<file path="src/rtl/cipher_load_sequencer.sv">
// Load sequencer for the lightweight cipher core: captures one plaintext block and key per
// request, serialises them as DATAW-bit words, holds the core for WAIT_CYC cycles, then
// pulses save. Optional feature macro: CIPHER_KEY_REUSE_EN (honour key_keep to skip the key load).
module cipher_load_sequencer #(
  parameter int unsigned DATAW    = 10,
  parameter int unsigned DWORDS   = 2,
  parameter int unsigned KWORDS   = 4,
  parameter int unsigned WAIT_CYC = 31
) (
  input  logic                     clk,
  input  logic                     rst_n,
  input  logic                     income,
  input  logic                     key_keep,
  input  logic [DWORDS*DATAW-1:0]  Data,
  input  logic [KWORDS*DATAW-1:0]  Key,
  output logic                     in_ready,
  output logic [DATAW-1:0]         keyout,
  output logic [DATAW-1:0]         dataout,
  output logic                     kctr,
  output logic                     dctr,
  output logic                     save,
  output logic                     set,
  output logic                     lfsrset
);

  localparam int unsigned MaxCnt  = (KWORDS > WAIT_CYC) ? KWORDS : WAIT_CYC;
  localparam int unsigned CntW    = $clog2(MaxCnt + 1);
  localparam int unsigned DataOff = KWORDS - DWORDS;

  localparam logic [CntW-1:0] KLast    = CntW'(KWORDS - 1);
  localparam logic [CntW-1:0] DLast    = CntW'(DWORDS - 1);
  localparam logic [CntW-1:0] WaitLast = CntW'(WAIT_CYC - 1);

  localparam logic [1:0] StIdle = 2'd0;
  localparam logic [1:0] StLoad = 2'd1;
  localparam logic [1:0] StWait = 2'd2;

  logic [1:0]              state_q, state_d;
  logic [CntW-1:0]         cnt_q, cnt_d;
  logic [DWORDS*DATAW-1:0] data_q, data_d;
  logic [KWORDS*DATAW-1:0] key_q, key_d;
  logic                    reuse_q, reuse_d;
  logic                    in_ready_q, in_ready_d;
  logic [DATAW-1:0]        keyout_q, keyout_d;
  logic [DATAW-1:0]        dataout_q, dataout_d;
  logic                    kctr_q, kctr_d;
  logic                    dctr_q, dctr_d;
  logic                    save_q, save_d;
  logic                    set_q, set_d;
  logic                    lfsrset_q, lfsrset_d;

  logic accept;
  logic reuse_req;

  assign accept = income & in_ready_q;

`ifdef CIPHER_KEY_REUSE_EN
  logic kvalid_q, kvalid_d;
  // A key may only be reused once a full key has actually reached the core.
  assign reuse_req = key_keep & kvalid_q;
`else
  logic unused_key_keep;
  assign unused_key_keep = key_keep;
  assign reuse_req       = 1'b0;
`endif

  // Next-state, capture and registered-output logic.
  always_comb begin
    logic                    start;
    logic                    drive;
    logic                    ld_reuse;
    int unsigned             idx;
    logic [DWORDS*DATAW-1:0] src_data;
    logic [KWORDS*DATAW-1:0] src_key;

    state_d    = state_q;
    cnt_d      = cnt_q;
    data_d     = data_q;
    key_d      = key_q;
    reuse_d    = reuse_q;
    in_ready_d = 1'b0;
    keyout_d   = keyout_q;
    dataout_d  = dataout_q;
    kctr_d     = 1'b0;
    dctr_d     = 1'b0;
    save_d     = 1'b0;
    set_d      = 1'b0;
    lfsrset_d  = 1'b1;
`ifdef CIPHER_KEY_REUSE_EN
    kvalid_d   = kvalid_q;
`endif
    start    = 1'b0;
    drive    = 1'b0;
    ld_reuse = reuse_q;
    idx      = 0;
    src_data = data_q;
    src_key  = key_q;

    case (state_q)
      StIdle: begin
        set_d      = 1'b1;
        in_ready_d = 1'b1;
        start      = accept;
      end
      StLoad: begin
        if (cnt_q == (reuse_q ? DLast : KLast)) begin
          state_d    = StWait;
          cnt_d      = '0;
          lfsrset_d  = 1'b0;
          in_ready_d = (WAIT_CYC == 1);
`ifdef CIPHER_KEY_REUSE_EN
          if (!reuse_q) kvalid_d = 1'b1;
`endif
        end else begin
          cnt_d = cnt_q + CntW'(1);
          drive = 1'b1;
          idx   = 32'(cnt_q) + 32'd1;
        end
      end
      StWait: begin
        lfsrset_d = 1'b0;
        if (cnt_q == WaitLast) begin
          save_d    = 1'b1;
          lfsrset_d = 1'b1;
          cnt_d     = '0;
          if (accept) begin
            start = 1'b1;
          end else begin
            state_d    = StIdle;
            set_d      = 1'b1;
            in_ready_d = 1'b1;
          end
        end else begin
          cnt_d      = cnt_q + CntW'(1);
          in_ready_d = (cnt_q + CntW'(1) == WaitLast);
        end
      end
      default: state_d = StIdle;
    endcase

    // Word 0 comes straight from the inputs since the capture registers fill on this edge.
    if (start) begin
      state_d    = StLoad;
      cnt_d      = '0;
      data_d     = Data;
      reuse_d    = reuse_req;
      if (!reuse_req) key_d = Key;
      src_data   = Data;
      src_key    = Key;
      ld_reuse   = reuse_req;
      idx        = 0;
      drive      = 1'b1;
      set_d      = 1'b0;
      in_ready_d = 1'b0;
      lfsrset_d  = 1'b1;
    end

    // Data words line up with the last DWORDS key words; on reuse only data is sent.
    if (drive) begin
      if (ld_reuse) begin
        dctr_d    = 1'b1;
        dataout_d = src_data[idx*DATAW +: DATAW];
      end else begin
        kctr_d   = 1'b1;
        keyout_d = src_key[idx*DATAW +: DATAW];
        if (idx >= DataOff) begin
          dctr_d    = 1'b1;
          dataout_d = src_data[(idx-DataOff)*DATAW +: DATAW];
        end
      end
    end
  end

  // State and output registers; reset discards any captured block.
  always_ff @(posedge clk or negedge rst_n) begin
    if (!rst_n) begin
      state_q    <= StIdle;
      cnt_q      <= '0;
      data_q     <= '0;
      key_q      <= '0;
      reuse_q    <= 1'b0;
      in_ready_q <= 1'b1;
      keyout_q   <= '0;
      dataout_q  <= '0;
      kctr_q     <= 1'b0;
      dctr_q     <= 1'b0;
      save_q     <= 1'b0;
      set_q      <= 1'b1;
      lfsrset_q  <= 1'b1;
`ifdef CIPHER_KEY_REUSE_EN
      kvalid_q   <= 1'b0;
`endif
    end else begin
      state_q    <= state_d;
      cnt_q      <= cnt_d;
      data_q     <= data_d;
      key_q      <= key_d;
      reuse_q    <= reuse_d;
      in_ready_q <= in_ready_d;
      keyout_q   <= keyout_d;
      dataout_q  <= dataout_d;
      kctr_q     <= kctr_d;
      dctr_q     <= dctr_d;
      save_q     <= save_d;
      set_q      <= set_d;
      lfsrset_q  <= lfsrset_d;
`ifdef CIPHER_KEY_REUSE_EN
      kvalid_q   <= kvalid_d;
`endif
    end
  end

  assign in_ready = in_ready_q;
  assign keyout   = keyout_q;
  assign dataout  = dataout_q;
  assign kctr     = kctr_q;
  assign dctr     = dctr_q;
  assign save     = save_q;
  assign set      = set_q;
  assign lfsrset  = lfsrset_q;

endmodule

</file>
<file path="config.mk">
export PLATFORM = sky130hd
export DESIGN_NAME = cipher_load_sequencer
export DESIGN_NICKNAME = d
export VERILOG_FILES = /design/src/rtl/cipher_load_sequencer.sv
export SDC_FILE = /design/constraint.sdc
export NUM_CORES = 1
export LEC_CHECK = 0
export CAP_MARGIN = 20
export CORE_ASPECT_RATIO = 0.7
export CORE_UTILIZATION = 51
export CTS_CLUSTER_SIZE = 12
export DETAILED_ROUTE_END_ITERATION = 8
export GPL_TIMING_DRIVEN = 0
export PLACE_DENSITY = 0.79
export SYNTH_ARGS = -nofsm -noshare
export SYNTH_HDL_FRONTEND = slang
export SYNTH_SLANG_ARGS = --single-unit
export TNS_END_PERCENT = 5
</file>
<file path="constraint.sdc">
create_clock -name clk -period 4.7 [get_ports clk]
set_input_delay 1.175 -clock clk [delete_from_list [all_inputs] [get_ports clk]]
set_output_delay 1.175 -clock clk [all_outputs]
set_load 0.05 [all_outputs]
</file>
==> impl_metrics.py <==
metrics = {
    "drt": {
        "vias_per_cell": 6.442,
        "num_vias": 7350,
        "drt-initial-drc-count": 1034,
        "drt_wl_total_um": 25890,
        "detail-route-antenna-nets": 0,
        "drc": 0,
        "first_pass_iters": 5,
        "post_drt_wl_per_cell_um": 22.69,
    },
    "cts": {
        "cts-root-buf": "clkbuf_16",
        "path_clk_slew_ns": 0.07,
        "insertion_delay_ns": 0.36,
        "cts_hold_buf": 0,
        "cts.path.max_buffers": 2,
        "cts_tree": "done",
        "htree_levels": 3,
        "cts.sink_count": 94,
        "cts_made_buffers": 9,
    },
    "global_route": {
        "grt_max_degree": 57,
        "grt_pass1_vias": 6862,
        "grtUsageMet2": 0.4852,
        "antenna_found_initial": 1,
        "grt_overflow_total": 0,
        "gr-max-usage-layer": "met1",
        "grt_first_pass_wirelength_um": 39700,
        "grt_use_met3": 0.1416,
        "grt_usage": 0.3745,
        "grt_use_met1": 0.5559,
    },
    "setup_path": {
        "start_kind": "register",
        "arrival_ns": 4.82,
        "cp_max_fo": 10,
        "cp-end-kind": "register",
        "crit_required_ns": 4.93,
        "crit_type": "reg2reg",
    },
    "finish": {
        "final-seq-area_sq_um": 2357,
        "fin_area_sq_um": 8877,
        "fill_cells": 1113,
        "area_growth_pct": 25.00,
        "fin_nets": 1034,
        "layout.cells.non_filler": 1141,
        "multi_input_area_sq_um": 4567,
        "drive_above_1_share": 0.1298,
    },
    "yosys": {
        "ys_ff_latch": 94,
        "synthCells": 840,
        "synth_cell_types": 75,
        "yosys_warnings": 0,
        "synthFlopType": "dfrtp_1",
        "async_reset_ff_frac": 1.000,
        "synth_top_area_share": 0.3206,
        "netlist_area_sq_um": 7102,
        "ys_seq_area_frac": 0.3317,
        "syn_nets": 924,
        "yosysTopAreaCell": "dfrtp_1",
        "synth.area.top_cells": "dfrtp_1 32%, mux2i_1 13%, nand2_1 9.4%",
        "synth-edff-count": 0,
        "avgSynthCellArea_sq_um": 8.455,
    },
    "floorplanning": {
        "die_width_um": 143.0,
        "core_sq_um": 13360,
        "io_pins": 90,
        "initial_core_util": 0.5317,
        "die_h_um": 100.7,
        "fp.dieArea_sq_um": 14410,
        "rows": 35,
    },
    "sta": {
        "fmax_ghz": 0.2177,
        "hold_violations": 0,
        "setup_ws_ns": 0.1058,
        "tightest_slew_ns": 1.001,
        "finClkSkew_ns": 0.01054,
        "max_slew_margin": 0.3134,
        "hold_ws_ns": 0.5079,
        "drv_slew": 0,
        "finalCriticalPeriod_ns": 4.594,
        "setup_viol": 0,
        "fin_crit_sh": 0.9775,
    },
    "power_and_ir_drop": {
        "switching_share": 0.3161,
        "seqPwrFrac": 0.412,
        "internal_power_mw": 1.454,
        "leakagePower_nw": 4.144,
        "pwr-share-comb": 0.212,
        "switchingPower_mw": 0.6720,
        "power_mw": 2.126,
        "ir_drop_mv": 0.1866,
        "power_density_nw_per_um2": 239.5,
        "clkPwrFrac": 0.377,
    },
    "placed_design": {
        "hpwlAfterDp_um": 19240,
        "port_buffers": 88,
        "dpl-instance-area_sq_um": 8243,
        "place_ws_ns": -1.750,
        "place.gp.congestion": 1.003,
        "dp.cells": 1114,
    },
    "min_path": {
        "hold_class": "reg2reg",
    },
    "flow_run": {
        "cap_violations": 0,
    },
    "status": {
        "status": "finished clean",
    },
}
-- power by group through the flow --
stage	combinational [mW]	sequential (mW)	clock (mW)
4_1_cts	0.428	0.873	0.798
2_1_floorplan	0.217	0.902	0
3_5_place_dp	0.417	0.889	0
3_3_place_gp	0.411	0.888	0
5_1_grt	0.476	0.877	0.834
6_report	0.450	0.875	0.801
-- per-stage QoR --
step	utilization	setup TNS (ns)
3_3_place_gp	0.6153	-132.36
2_1_floorplan	-	0
5_1_grt	0.6645	-0.09051
4_1_cts	0.6586	0
3_5_place_dp	0.6171	-30.12
6_report	0.6646	0
-- flip-flops by register name, indices dropped and copies added, names as in the netlist --
name	count
set	1
save	1
lfsrset	1
dataout	10
kctr	1
in_ready	1
cnt_q	5
state_q	2
data_q	20
reuse_q	1
keyout	10
key_q	40
dctr	1
-- synth_stat cells, drive strengths merged, types with 3 or more instances --
| cell type | number |
|---|---|
| o21a | 3 |
| nand2b | 4 |
| o211ai | 9 |
| buf | 33 |
| mux2i | 89 |
| o31ai | 5 |
| and3 | 15 |
| mux4 | 9 |
| a22oi | 3 |
| o22ai | 4 |
| nor2 | 51 |
| nor4 | 7 |
| clkbuf | 28 |
| a211oi | 10 |
| o21bai | 3 |
| a221oi | 3 |
| xor2 | 8 |
| nand2 | 178 |
| dfrtp | 91 |
| a21oi | 40 |
| inv | 18 |
| nor3 | 21 |
| and2 | 6 |
| o21ai | 39 |
| a22o | 3 |
| nand4 | 5 |
| a211o | 3 |
| ha | 18 |
| or3 | 9 |
| a21o | 9 |
| xnor2 | 10 |
| dfstp | 3 |
| nor2b | 3 |
| mux2 | 13 |
| nand3 | 30 |
| a31oi | 17 |
-- worst max-delay path: stages (launching register included) --
cell      delay (ns)
dfrtp_1         0.40
buf_6           0.12
inv_1           0.08
ha_2            0.21
and4_4          0.28
a21oi_4         0.08
nor2_4          0.17
clkbuf_4        0.27
buf_4           0.25
clkbuf_4        0.27
nor2_1          0.07
ha_1            0.29
ha_1            0.40
a21oi_1         0.11
xnor2_1         0.26
xnor2_1         0.21
clkbuf_4        0.27
clkbuf_4        0.24
a211oi_1        0.08
a31oi_2         0.27
o211ai_1        0.13
-- cell usage in the layout, fill, tap and decap left out, drive strengths merged, types with 6 or more instances in the layout --
cell,Yosys,final
nor2,51,51
inv,18,23
mux2,13,13
a21oi,40,40
o21ai,39,39
ha,18,18
a31oi,17,17
nand2,178,178
clkdlybuf4s50,0,86
nor3,21,21
a21o,9,9
mux4,9,9
dfrtp,91,91
nor4,7,7
a211oi,10,10
or3,9,9
nand3,30,30
mux2i,89,89
clkbuf,28,37
and2,6,6
xnor2,10,10
buf,33,46
o211ai,9,9
xor2,8,8
and3,15,15
-- repair_timing --
action                                  CTS  global route
setup buffers                             8             6
gates resized for setup                  44            16
pin swaps                                 8            11
endpoints found under the hold margin     0             0
cloned                                    0             0
endpoints found under the setup margin   20            19
-- cell type report --
cell class | instances | area share
sequential | 94 | 0.2655
tap | 185 | 0.02607
multi-input combinational | 666 | 0.5144
inverter | 19 | 0.008034
clock buffer | 9 | 0.02537
timing repair buffer | 103 | 0.1147
clock inverter | 7 | 0.009725
antenna | 1 | 0.0002819
buffer | 57 | 0.03580
-- metal layers --
| layer | vias up | share of wire |
|---|---|---|
| met5 | - | 0 |
| met4 | 0 | 0.030 |
| met3 | 68 | 0.15 |
| met2 | 550 | 0.38 |
| met1 | 3494 | 0.44 |
| li1 | 3238 | - |
-- final timing paths --
path	to	cells past startpoint	from	slack, ns
hold reg to reg	data_q[12]$_DFF_PN0_	1	data_q[12]$_DFF_PN0_	0.51
setup / recovery	keyout[7]$_DFFE_PN0P_	20	cnt_q[0]$_DFFE_PN0P_	0.11
setup reg to reg	keyout[7]$_DFFE_PN0P_	20	cnt_q[0]$_DFFE_PN0P_	0.11
hold / removal	data_q[12]$_DFF_PN0_	1	data_q[12]$_DFF_PN0_	0.51
min in group asynchronous	keyout[4]$_DFFE_PN0P_	1	rst_n	0.78
max in group asynchronous	key_q[12]$_DFF_PN0_	2	rst_n	3.26
-- kinds of logic (layout without fill, tap and decap cells) --
family | Yosys count | after routing | synth area share
and+or+nand+nor | 345 | 345 | 0.2234
AOI/OAI and AO/OA | 172 | 172 | 0.1626
muxes | 111 | 111 | 0.1746
DFF | 94 | 94 | 0.3317
buffers and inverters | 80 | 195 | 0.04810
adders and majority gates | 20 | 20 | 0.03735
xor gates and xnor gates | 18 | 18 | 0.02220
other | 0 | 1 | 0
Power figures use the tool's default switching activity.
